===== config.mk =====
export PLATFORM = sky130hd
export DESIGN_NAME = muldiv_unit
export DESIGN_NICKNAME = d
export VERILOG_FILES = /design/src/rtl/muldiv_unit.sv
export SDC_FILE = /design/constraint.sdc
export NUM_CORES = 1
export LEC_CHECK = 0
export CAP_MARGIN = 0
export CORE_ASPECT_RATIO = 0.7
export CORE_MARGIN = 2
export CORE_UTILIZATION = 54
export DETAILED_ROUTE_END_ITERATION = 6
export GPL_TIMING_DRIVEN = 0
export PLACE_DENSITY = 0.79
export SLEW_MARGIN = 15
export SYNTH_ARGS = -nofsm -noshare
export SYNTH_HDL_FRONTEND = slang
export SYNTH_SLANG_ARGS = --single-unit

===== constraint.sdc =====
create_clock -name clk -period 3.3 [get_ports clk]
set_input_delay 0.66 -clock clk [delete_from_list [all_inputs] [get_ports clk]]
set_output_delay 0.66 -clock clk [all_outputs]
set_load 0.02 [all_outputs]

===== src/rtl/muldiv_unit.sv =====
// Iterative 32-bit multiply/divide unit holding the architectural HI/LO pair.
// Shift-add multiply or restoring divide over 32 steps, then a one-cycle sign fix-up.
module muldiv_unit #(
    parameter int WIDTH = 32
) (
    input  logic             clk,
    input  logic             rst_n,
    input  logic             start,
    input  logic [2:0]       op,
    input  logic [WIDTH-1:0] a,
    input  logic [WIDTH-1:0] b,
    output logic             busy,
    output logic             done,
    output logic [WIDTH-1:0] hi,
    output logic [WIDTH-1:0] lo
);

    localparam int CW = $clog2(WIDTH);

    localparam logic [2:0] OP_MULT  = 3'b000;
    localparam logic [2:0] OP_DIV   = 3'b010;
    localparam logic [2:0] OP_MTHI  = 3'b100;
    localparam logic [2:0] OP_MTLO  = 3'b101;

    typedef enum logic [1:0] {
        S_IDLE = 2'd0,
        S_MUL  = 2'd1,
        S_DIV  = 2'd2,
        S_FIX  = 2'd3
    } state_e;

    state_e             state_q, state_d;
    logic [CW-1:0]      cnt_q, cnt_d;
    logic [2*WIDTH-1:0] acc_q, acc_d;
    logic [WIDTH-1:0]   opnd_q, opnd_d;
    logic [WIDTH-1:0]   hi_q, hi_d;
    logic [WIDTH-1:0]   lo_q, lo_d;
    logic               is_div_q, is_div_d;
    logic               div0_q, div0_d;
    logic               sign_quo_q, sign_quo_d;
    logic               sign_rem_q, sign_rem_d;
    logic               done_q, done_d;

    logic               accept;
    logic               is_muldiv;
    logic               is_signed;
    logic               a_neg, b_neg;
    logic [WIDTH-1:0]   a_mag, b_mag;
    logic               cnt_zero;

    assign accept    = start && (state_q == S_IDLE);
    assign is_muldiv = ~op[2];
    assign is_signed = (op == OP_MULT) || (op == OP_DIV);
    assign a_neg     = is_signed & a[WIDTH-1];
    assign b_neg     = is_signed & b[WIDTH-1];
    assign a_mag     = a_neg ? (~a + WIDTH'(1)) : a;
    assign b_mag     = b_neg ? (~b + WIDTH'(1)) : b;
    assign cnt_zero  = (cnt_q == '0);

    // Multiply step: acc holds {partial sum, remaining multiplier bits}, LSB first.
    logic [WIDTH:0]     mul_sum;
    logic [2*WIDTH-1:0] mul_next;

    assign mul_sum  = {1'b0, acc_q[2*WIDTH-1:WIDTH]}
                    + (acc_q[0] ? {1'b0, opnd_q} : {(WIDTH+1){1'b0}});
    assign mul_next = {mul_sum, acc_q[WIDTH-1:1]};

    // Divide step: acc holds {remainder, dividend/quotient}; quotient bits enter at the LSB.
    logic [WIDTH:0]     rem_shift;
    logic               rem_ge;
    logic [WIDTH-1:0]   rem_diff;
    logic [2*WIDTH-1:0] div_next;

    assign rem_shift = acc_q[2*WIDTH-1:WIDTH-1];
    assign rem_ge    = (rem_shift >= {1'b0, opnd_q});
    assign rem_diff  = rem_shift[WIDTH-1:0] - opnd_q;
    assign div_next  = rem_ge ? {rem_diff, acc_q[WIDTH-2:0], 1'b1}
                              : {acc_q[2*WIDTH-2:0], 1'b0};

    // Fix-up values applied in the final cycle.
    logic [2*WIDTH-1:0] prod_fix;
    logic [WIDTH-1:0]   quo_fix;
    logic [WIDTH-1:0]   rem_fix;

    assign prod_fix = sign_quo_q ? (~acc_q + (2*WIDTH)'(1)) : acc_q;
    assign quo_fix  = sign_quo_q ? (~acc_q[WIDTH-1:0] + WIDTH'(1)) : acc_q[WIDTH-1:0];
    assign rem_fix  = sign_rem_q ? (~acc_q[2*WIDTH-1:WIDTH] + WIDTH'(1))
                                 : acc_q[2*WIDTH-1:WIDTH];

    // State register
    always_ff @(posedge clk or negedge rst_n) begin
        if (!rst_n) begin
            state_q <= S_IDLE;
        end else begin
            state_q <= state_d;
        end
    end

    // Next-state logic
    always_comb begin
        state_d = state_q;
        case (state_q)
            S_IDLE: begin
                if (accept && is_muldiv) begin
                    state_d = op[1] ? S_DIV : S_MUL;
                end
            end
            S_MUL, S_DIV: begin
                if (cnt_zero) begin
                    state_d = S_FIX;
                end
            end
            S_FIX: begin
                state_d = S_IDLE;
            end
            default: begin
                state_d = S_IDLE;
            end
        endcase
    end

    // FSM outputs
    always_comb begin
        busy = (state_q != S_IDLE);
        done = done_q;
        hi   = hi_q;
        lo   = lo_q;
    end

    // Datapath next-state
    always_comb begin
        cnt_d      = cnt_q;
        acc_d      = acc_q;
        opnd_d     = opnd_q;
        hi_d       = hi_q;
        lo_d       = lo_q;
        is_div_d   = is_div_q;
        div0_d     = div0_q;
        sign_quo_d = sign_quo_q;
        sign_rem_d = sign_rem_q;
        done_d     = (state_q == S_FIX);

        case (state_q)
            S_IDLE: begin
                if (accept && is_muldiv) begin
                    // Divide keeps the divisor in opnd; multiply keeps the multiplicand.
                    opnd_d     = op[1] ? b_mag : a_mag;
                    acc_d      = {{WIDTH{1'b0}}, (op[1] ? a_mag : b_mag)};
                    cnt_d      = CW'(WIDTH - 1);
                    is_div_d   = op[1];
                    div0_d     = op[1] && (b == '0);
                    sign_quo_d = a_neg ^ b_neg;
                    sign_rem_d = a_neg;
                end else if (accept && (op == OP_MTHI)) begin
                    hi_d = a;
                end else if (accept && (op == OP_MTLO)) begin
                    lo_d = a;
                end
            end
            S_MUL: begin
                acc_d = mul_next;
                cnt_d = cnt_q - CW'(1);
            end
            S_DIV: begin
                acc_d = div_next;
                cnt_d = cnt_q - CW'(1);
            end
            S_FIX: begin
                if (!is_div_q) begin
                    hi_d = prod_fix[2*WIDTH-1:WIDTH];
                    lo_d = prod_fix[WIDTH-1:0];
                end else if (div0_q) begin
                    // Remainder ended up as |a|; restoring the sign yields the raw dividend.
                    hi_d = rem_fix;
                    lo_d = '1;
                end else begin
                    hi_d = rem_fix;
                    lo_d = quo_fix;
                end
            end
            default: begin
            end
        endcase
    end

    // Datapath registers
    always_ff @(posedge clk or negedge rst_n) begin
        if (!rst_n) begin
            cnt_q      <= '0;
            acc_q      <= '0;
            opnd_q     <= '0;
            hi_q       <= '0;
            lo_q       <= '0;
            is_div_q   <= 1'b0;
            div0_q     <= 1'b0;
            sign_quo_q <= 1'b0;
            sign_rem_q <= 1'b0;
            done_q     <= 1'b0;
        end else begin
            cnt_q      <= cnt_d;
            acc_q      <= acc_d;
            opnd_q     <= opnd_d;
            hi_q       <= hi_d;
            lo_q       <= lo_d;
            is_div_q   <= is_div_d;
            div0_q     <= div0_d;
            sign_quo_q <= sign_quo_d;
            sign_rem_q <= sign_rem_d;
            done_q     <= done_d;
        end
    end

endmodule


==> run_results.csv <==
group,metric,value,unit
timing,fin_crit,3.39,ns
place,dpl.hpwl,52.7,mm
drt,routed_wl,67.7,mm
drt,avgViaCountPerCell,6.82,
floorplanning,die_height,145,um
synthesis,synth_flop_cell,"dfrtp_1",
layout,layout-drive-gt1-share,11.6,%
grt,grt_pass1_wl,98.3,mm
timing,rsz0062_at_grt,"yes",
floorplanning,core_area,0.0279,mm2
setup_path,critPathArrivalTime,3.74,ns
grt,grt_max_degree,91,
setup_path,end_kind,"flop",
drt,first_iter_violations,2817,
synthesis,syn-mean-instance-area,7.61,um2
setup_path,cp.required,3.65,ns
clock_tree,cts-buffers-inserted,17,
floorplanning,start_util,55.2,%
layout,instances_no_fill,2595,
setup_path,worstPathCellList,"clkinv_4 -> buf_8 -> nor2_2 -> ha_1 -> a211o_1 -> o211ai_1 -> a22oi_2 -> a31oi_4 -> a31oi_4 -> a21oi_2 -> o21ai_1 -> mux2i_1 -> a221o_1",
drt,num_vias,17700,
setup_path,r2r.worst_path.cells,13,
setup_path,crit_path_start_kind,"flop",
timing,hold_viol_final,0,
power_and_ir_drop,cellLeakagePower,7.86,nW
synthesis,synth_edf_count,0,
timing,timing.final.ws_setup,-0.0906,ns
layout,final_cell_mix,"233 x nand2_1, 210 x o21ai_0, 178 x nor2_1",
setup_path,r2r_end,"acc_q[58]",
setup_path,cp_slowest_stage_delay,0.41,ns
layout,diodes,0,
drt,antenna_left,0,
floorplanning,fp.dieW,206,um
power_and_ir_drop,p_comb_share,71.1,%
power_and_ir_drop,clkPwrFrac,9.2,%
power_and_ir_drop,power.internal,10.2,mW
synthesis,synthesis.nets,2175,
setup_path,crit_fanout,6,
drt,drc,2,
setup_path,r2r_setup_slack,-0.09,ns
setup_path,r2r-start,"acc_q[0]",
grt,grtUsageTotal,44.0,%
timing,max-slew-margin-rel,13.4,%
layout,final_common_cell,"nand2_1",
clock_tree,cts_tree,"yes",
clock_tree,clk_pin_slew_worst_paths,0.07,ns
timing,finalSetupViolCount,8,
power_and_ir_drop,ir_worst_vdd,0.891,mV
timing,tightestPinTransition,1.30,ns
power_and_ir_drop,p_switching,12.2,mW
setup_path,slowest_stage,"a31oi_4",
run_status,violations,"DRC, setup timing",
timing,setup_tns,-0.283,ns
timing,final_max_slew_viol_count,0,
floorplanning,die_area,0.0300,mm2
place,place_congestion,1.06,
clock_tree,clock_sinks,172,
setup_path,crit_type,"reg -> reg",
grt,grt_pass1_vias,15600,
place,port_buffers,131,
power_and_ir_drop,seq_power_share,19.7,%
layout,syn_to_final_growth,22.7,%
power_and_ir_drop,power_density,1190,mW/mm2
floorplanning,row_count,51,
place,dp.cells,2532,
grt,overflow,0,
synthesis,synth_cell_types,74,
setup_path,path_common_cell,"a31oi_4",
job,drv_cap,0,
layout,layout.nets,2357,
power_and_ir_drop,p_sw_share,54.4,%
timing,skew,0.0108,ns
synthesis,yosys_warnings,0,
power_and_ir_drop,power,22.5,mW
floorplanning,ios,136,
synthesis,async_flop_share,100,%
synthesis,synth-seq-area-share,27.9,%
worst_hold_path,hold_path.class,"in -> async",
run_status,status,"finished with violations",
clock_tree,cts.root.buffer_cell,"clkbuf_16",
clock_tree,clkLatencyLatePin,0.47,ns
synthesis,netlist_instances,2029,
clock_tree,h-tree-depth,4,
clock_tree,max-clock-path-buffers,2,
synthesis,netlist_area,0.0154,mm2
grt,antenna_found_initial,1,
synthesis,ys_ff_latch,172,
drt,drt_pass1_iterations,7,
clock_tree,hold_buffers,0,
drt,avgRoutedWirePerCell,26.1,um
timing,fin_crit_sh,103,%
timing,fmax,295,MHz
## repair_timing
item / CTS / global route
setup buffers: 17 / 27
pin swaps: 15 / 30
cloned: 2 / 0
resized for setup: 82 / 123
endpoints found under the setup margin: 95 / 106
## area by class of cell
cell class                 instances  area, um2
timing repair buffer             178       1730
tap                              371        464
buffer                           124        557
fill                            2388       9010
sequential                       172       4330
inverter                          75        293
clock buffer                      21        470
multi-input combinational       1643      11000
clock inverter                    11        109
## synthesized netlist by cell type, types with 13 or more instances
| library cell | n | area (um2) |
|---|---|---|
| mux2i_1 | 52 | 521 |
| o21ai_0 | 224 | 1120 |
| nand2_1 | 237 | 890 |
| inv_1 | 74 | 278 |
| nor3_1 | 32 | 160 |
| nor4_1 | 22 | 138 |
| clkbuf_1 | 115 | 432 |
| and3_1 | 17 | 106 |
| a211oi_1 | 24 | 180 |
| or3_1 | 19 | 119 |
| a21o_1 | 27 | 203 |
| o22ai_1 | 34 | 213 |
| nor2_1 | 183 | 687 |
| a31oi_1 | 27 | 169 |
| buf_1 | 14 | 52.6 |
| o31ai_1 | 23 | 173 |
| xnor2_1 | 110 | 963 |
| dfrtp_1 | 172 | 4300 |
| ha_1 | 74 | 926 |
| nand3_1 | 33 | 165 |
| xor2_1 | 60 | 526 |
| nand2b_1 | 14 | 87.6 |
| nand4_1 | 13 | 81.3 |
| a22o_1 | 14 | 123 |
| a21oi_1 | 173 | 866 |
| a22oi_1 | 40 | 300 |
| o211ai_1 | 15 | 113 |
## worst max-delay path: cells and delay by family (launching register included)
family,cells,cell delay (ns)
and+or+nand+nor,1,0.16
adders and majority gates,1,0.28
DFF,1,0.40
muxes,1,0.17
buffers and inverters,2,0.27
AOI/OAI and AO/OA,8,1.99
## layer usage
| metal | wire, um | track usage [%] |
|---|---|---|
| met3 | 12700 | 20.3 |
| met1 | 28400 | 67.6 |
| met2 | 24700 | 55.0 |
| met4 | 1960 | 8.82 |
| met5 | 0 | 0 |
## how the worst max path moves through the flow
stage / startpoint / cells past startpoint / endpoint
final: acc_q[0] / 13 / acc_q[58]
after global routing: opnd_q[1] / 13 / acc_q[58]
after CTS: opnd_q[21] / 12 / acc_q[58]
after detailed placement: acc_q[0] / 13 / acc_q[63]
after global placement: rst_n / 1 / acc_q[49]
after floorplan: acc_q[0] / 13 / acc_q[63]
## power by group through the flow
stage                     sequential, mW  clock [mW]  combinational (mW)
after floorplan                     4.31           0                9.00
after global placement              4.28           0                13.7
after detailed placement            4.32           0                13.9
after CTS                           4.30        2.05                14.5
after global routing                4.47        2.15                16.9
final                               4.43        2.07                16.0
## kinds of logic after synthesis
group / Yosys count / synth area share, %
adder cells (fa/ha/maj): 76 / 6.26
multiplexers: 64 / 4.25
XOR/XNOR: 170 / 9.65
buffers and inverters: 214 / 5.36
flip-flops: 172 / 27.9
AND/OR/NAND/NOR: 640 / 19.2
AO/OA/AOI/OAI: 693 / 27.4
## flip-flops by register name, indices dropped and copies added (netlist names)
register    flops
lo             32
is_div_q        1
sign_rem_q      1
state_q         2
div0_q          1
hi             32
acc_q          64
sign_quo_q      1
opnd_q         32
cnt_q           5
done            1
## metrics by stage
step / util [%] / instance area (um2) / setup WS (ns) / hold slack, ns
finish: 67.8 / 18900 / -0.0906 / 0.193
global placement: 61.6 / 17200 / -5.63 / 0.465
global route: 67.8 / 18900 / -0.156 / 0.257
detailed placement: 61.7 / 17200 / -1.25 / 0.471
floorplan: - / 15400 / 0.0884 / 0.364
CTS: 65.4 / 18300 / 0.000101 / 0.227
Power figures use the tool's default switching activity.
==> edit 1, RTL diff (config.mk and constraints unchanged) <==
Re-encode `state_e` (4 states) as one-hot, 4 bits wide.
--- a/src/rtl/muldiv_unit.sv
+++ b/src/rtl/muldiv_unit.sv
@@ -22,11 +22,11 @@
     localparam logic [2:0] OP_MTHI  = 3'b100;
     localparam logic [2:0] OP_MTLO  = 3'b101;
 
-    typedef enum logic [1:0] {
-        S_IDLE = 2'd0,
-        S_MUL  = 2'd1,
-        S_DIV  = 2'd2,
-        S_FIX  = 2'd3
+    typedef enum logic [3:0] {
+        S_IDLE = 4'b0001,
+        S_MUL  = 4'b0010,
+        S_DIV  = 4'b0100,
+        S_FIX  = 4'b1000
     } state_e;
 
     state_e             state_q, state_d;
Function: no difference found for any inputs over 4 cycles, from zero or initial values and one cycle with rst_n low; so few cycles prove little.
==> edit 1 against the unedited design <==
  * The run ends with negative setup slack left
  * Wire length is 10% lower
  * Area after synthesis down 6.0%
  * Sequential cell count increased by 2
  * Hold slack got worse by 0.037 ns
  * Synthesized cell count shrank 8.3%
  * Worst setup slack improved by 0.034 ns
  * Final area decreased by 6.0%
  * Clock skew is 0.0016 ns higher
  * Maximum frequency grew 1.0%
  * Non-clock buffer count fell by 21
  * Critical path depth decreased by 3
  * Largest cell class unchanged
  * Sequential share of layout area increased by 1.7 points
Power is not compared: it rests on default switching activity, and its combinational part moved more than twofold at a synthesized area within 25%.
==> edit 1: results (changes against the unedited design) <==
status: finished, violations left
failing checks: negative setup slack
delay-heaviest family, CP: buffers and inverters
initial antenna violation count: 0 (-1)
HPWL after detailed placement: 46.0 mm (-13%)
Global Route Usage Sum: 42.4% (-1.6 points)
RePlAce Congestion: 1.02 (-3.8%)
Max Buffers Root-to-Sink: 2 (unchanged)
clock latency reported for the late side of the worst-skew pair: 0.46 ns
core box area: 26600 um2 (-4.9%)
asr flop ratio synth: 100% (unchanged)
post-route ant nets: 0 (unchanged)
DRT iter0 DRCs: 2216 (-21%)
Worst-path clk slew: 0.08 ns
Nets: 2190 (-7.1%)
Synth area leaders: dfrtp_1 30%, xnor2_1 6.9%, o21ai_0 6.1%, a21oi_1 6.0%, ha_1 6.0%
drt wl/cell: 25.1 um (-3.7%)
Synth cell types: 82 (+11%)
share of layout cells above drive strength 1: 11.3% (-0.34 points)
setup ws final: -0.0565 ns (+0.0340 ns)
Worst Clk Skew: 0.0123 ns (+0.00156 ns)
largest net degree at the start of global routing: 103 (+13%)
static leakage: 7.56 nW
port bufs: 131 (unchanged)
TritonCTS buffer count: 17 (unchanged)
critical path arrival: 3.69 ns (-0.05 ns)
vias in the first global route: 14717 (-5.7%)
YS warnings: 0 (unchanged)
slowest CP cell: clkdlybuf4s50_1
CTS root buffer: clkbuf_16
Post-synth top cells: 212 x nand2_1, 198 x nor2_1, 177 x o21ai_0
register area share after synthesis: 30.0% (+2.1 points)
post-synthesis net count: 2003 (-7.9%)
Slew @ Worst Pin: 1.32 ns (+0.0218 ns)
Top reg by flops: acc_q
vias per inst: 6.58 (-3.6%)
CP max stage delay: 0.71 ns (+0.30 ns)
Worst VDD drop: 0.453 mV
final setup violation count: 4 (-4)
Diodes inserted: 0 (unchanged)
setup TNS: -0.119 ns (+0.163 ns)
Post-synth top flop: dfrtp_1
max reg flops: 64 (unchanged)
global-route wire length before repair: 88.5 mm (-9.9%)
Pre-antenna DRT Iters: 7 (unchanged)
CP Max Fanout: 10 (+4)
maximum level of the CTS H-tree: 4 (unchanged)
FILL cells: 2276 (-4.7%)
Hold WC Path Type: in2async
reg2reg path depth: 14 (+1)
==> edit 1: power by group <==
| group | internal [mW] | switching [mW] |
|---|---|---|
| Clock | 1.08 | 1.08 |
| Sequential | 2.68 | 0.569 |
| Combinational | 2.10 | 3.09 |
==> edit 1: cells by family (layout without fill, tap and decap cells) <==
group	Yosys count	count (layout)	share of synthesized area, %
AO/OA/AOI/OAI	637	637	27.0
AND/OR/NAND/NOR	597	597	19.4
XOR/XNOR	177	177	10.7
buffers and inverters	175	375	4.62
flip-flops	174	174	30.0
adder cells (fa/ha/maj)	72	72	6.31
multiplexers	29	29	2.03
==> edit 1: path summary, 6_finish.rpt <==
path	endpoint	start	slack, ns
worst max-delay path	acc_q[11]	op[2]	-0.06
worst min-delay path	lo[18]	rst_n	0.16
worst max register to register	acc_q[61]	opnd_q[0]	-0.04
worst min register to register	lo[6]	lo[6]	0.48
max in group asynchronous	acc_q[42]	rst_n	2.15
min in group clk	lo[6]	lo[6]	0.48
==> edit 1: final cells by class <==
class	count	area, um2	share of cell area, %
clock buffer	17	425	2.39
sequential	174	4370	24.6
buffer	111	493	2.77
inverter	62	238	1.33
clock inverter	15	168	0.941
timing repair buffer	170	1660	9.30
multi-input combinational	1512	10000	56.2
tap	364	455	2.56
==> edit 1: timing repair <==
| item | CTS | global route |
|---|---|---|
| gates cloned | 0 | 1 |
| setup buffers | 14 | 23 |
| pin swaps | 17 | 26 |
| setup endpoints to repair | 88 | 81 |
| resized for setup | 61 | 102 |
==> edit 1: metrics by stage <==
step	total power, mW	area (um2)	std cells	setup WS, ns
after global placement	7.86	16300	2356	-5.78
after global routing	11.1	17800	2425	-0.116
after floorplan	6.10	14500	1861	0.0471
after detailed placement	7.95	16300	2357	-1.12
after CTS	10.2	17200	2403	0.00113
final	10.6	17800	2425	-0.0565
==> edit 1: metal layers <==
layer  part of all wire [%]  vias up  track usage (%)
li1                       -     7077                -
met1                     42     7695             59.0
met2                     40     1053             58.4
met3                     15      123             19.3
met4                    2.7        0             12.6
met5                      0        -                0
==> edit 2, RTL diff (config.mk and constraints unchanged) <==
Without the edit above. Set the parameter `WIDTH` to 16 (it was 32).
--- a/src/rtl/muldiv_unit.sv
+++ b/src/rtl/muldiv_unit.sv
@@ -1,7 +1,7 @@
 // Iterative 32-bit multiply/divide unit holding the architectural HI/LO pair.
 // Shift-add multiply or restoring divide over 32 steps, then a one-cycle sign fix-up.
 module muldiv_unit #(
-    parameter int WIDTH = 32
+    parameter int WIDTH = 16
 ) (
     input  logic             clk,
     input  logic             rst_n,
Ports: changed (resized a, b, hi and lo); port bits go from 136 to 72. The function was not compared with the original's and may differ.
==> edit 2 against the unedited design <==
  * Final area down 53%
  * First-iteration DRC count down 66%
  * Sequential cell count down 81
  * Worst setup slack better by 0.093 ns
  * Wire length down 64%
  * Critical endpoint is now acc_q[13]
  * Area after synthesis down 50%
  * Non-clock buffer count down 181
  * Power down 58%
  * Global-route usage down 11 points
==> edit 2: results (changes against the unedited design) <==
Synth cell types: 71 (-4.1%)
critical path endpoint: acc_q[13]
RePlAce Congestion: 0.964 (-9.2%)
initial antenna violation count: 0 (-1)
vias per inst: 6.31 (-7.6%)
critical path launch point: a[4]
drt wl/cell: 19.9 um (-24%)
power share of the clock group: 10.3% (+1.1 points)
Placed Area: 8670 um2 (-50%)
Global Route Usage Sum: 32.6% (-11 points)
port bufs: 68 (-48%)
Post-Syn Area per Cell: 8.05 um2 (+5.8%)
reg2reg start: acc_q[21]
CP max stage delay: 0.67 ns (+0.26 ns)
Fin Hold WS: 0.244 ns (+0.0513 ns)
reg2reg setup slack: 0.11 ns (+0.20 ns)
Reg-to-Reg End: acc_q[26]
maximum level of the CTS H-tree: 3 (-1)
DRC viols: 0 (-2)
post-CTS setup buffers: 0 (-17)
slowest CP cell: or4_1
global-route wire length before repair: 39.4 mm (-60%)
Pre-antenna DRT Iters: 6 (-1)
post-synthesis net count: 1041 (-52%)
Nets: 1119 (-53%)
sequential power: 2.15 mW (-51%)
status: finished clean
edit 2: cell type report:
type | instances | area (um2)
Fill cell | 1253 | 5000
Timing Repair Buffer | 69 | 706
Clock buffer | 10 | 229
Buffer | 52 | 254
Sequential cell | 91 | 2280
Clock inverter | 6 | 50.0
Tap cell | 190 | 238
Multi-Input combinational cell | 776 | 5060
Inverter | 39 | 148
edit 2: logic make-up after synthesis:
| group | after synthesis | synth area share (%) |
|---|---|---|
| mux | 47 | 6.27 |
| simple gates | 284 | 17.3 |
| buf+inv | 93 | 5.25 |
| xor+xnor | 80 | 9.07 |
| flops | 91 | 29.5 |
| fa+ha+maj | 43 | 7.16 |
| compound gates | 322 | 25.5 |
edit 2: routing by layer:
layer | global-route usage, % | vias to the layer above | part of all wire [%]
met5 | 0 | - | 0
li1 | - | 3644 | -
met4 | 8.72 | 0 | 2.3
met2 | 43.8 | 481 | 39
met1 | 50.7 | 3595 | 46
met3 | 9.04 | 58 | 13
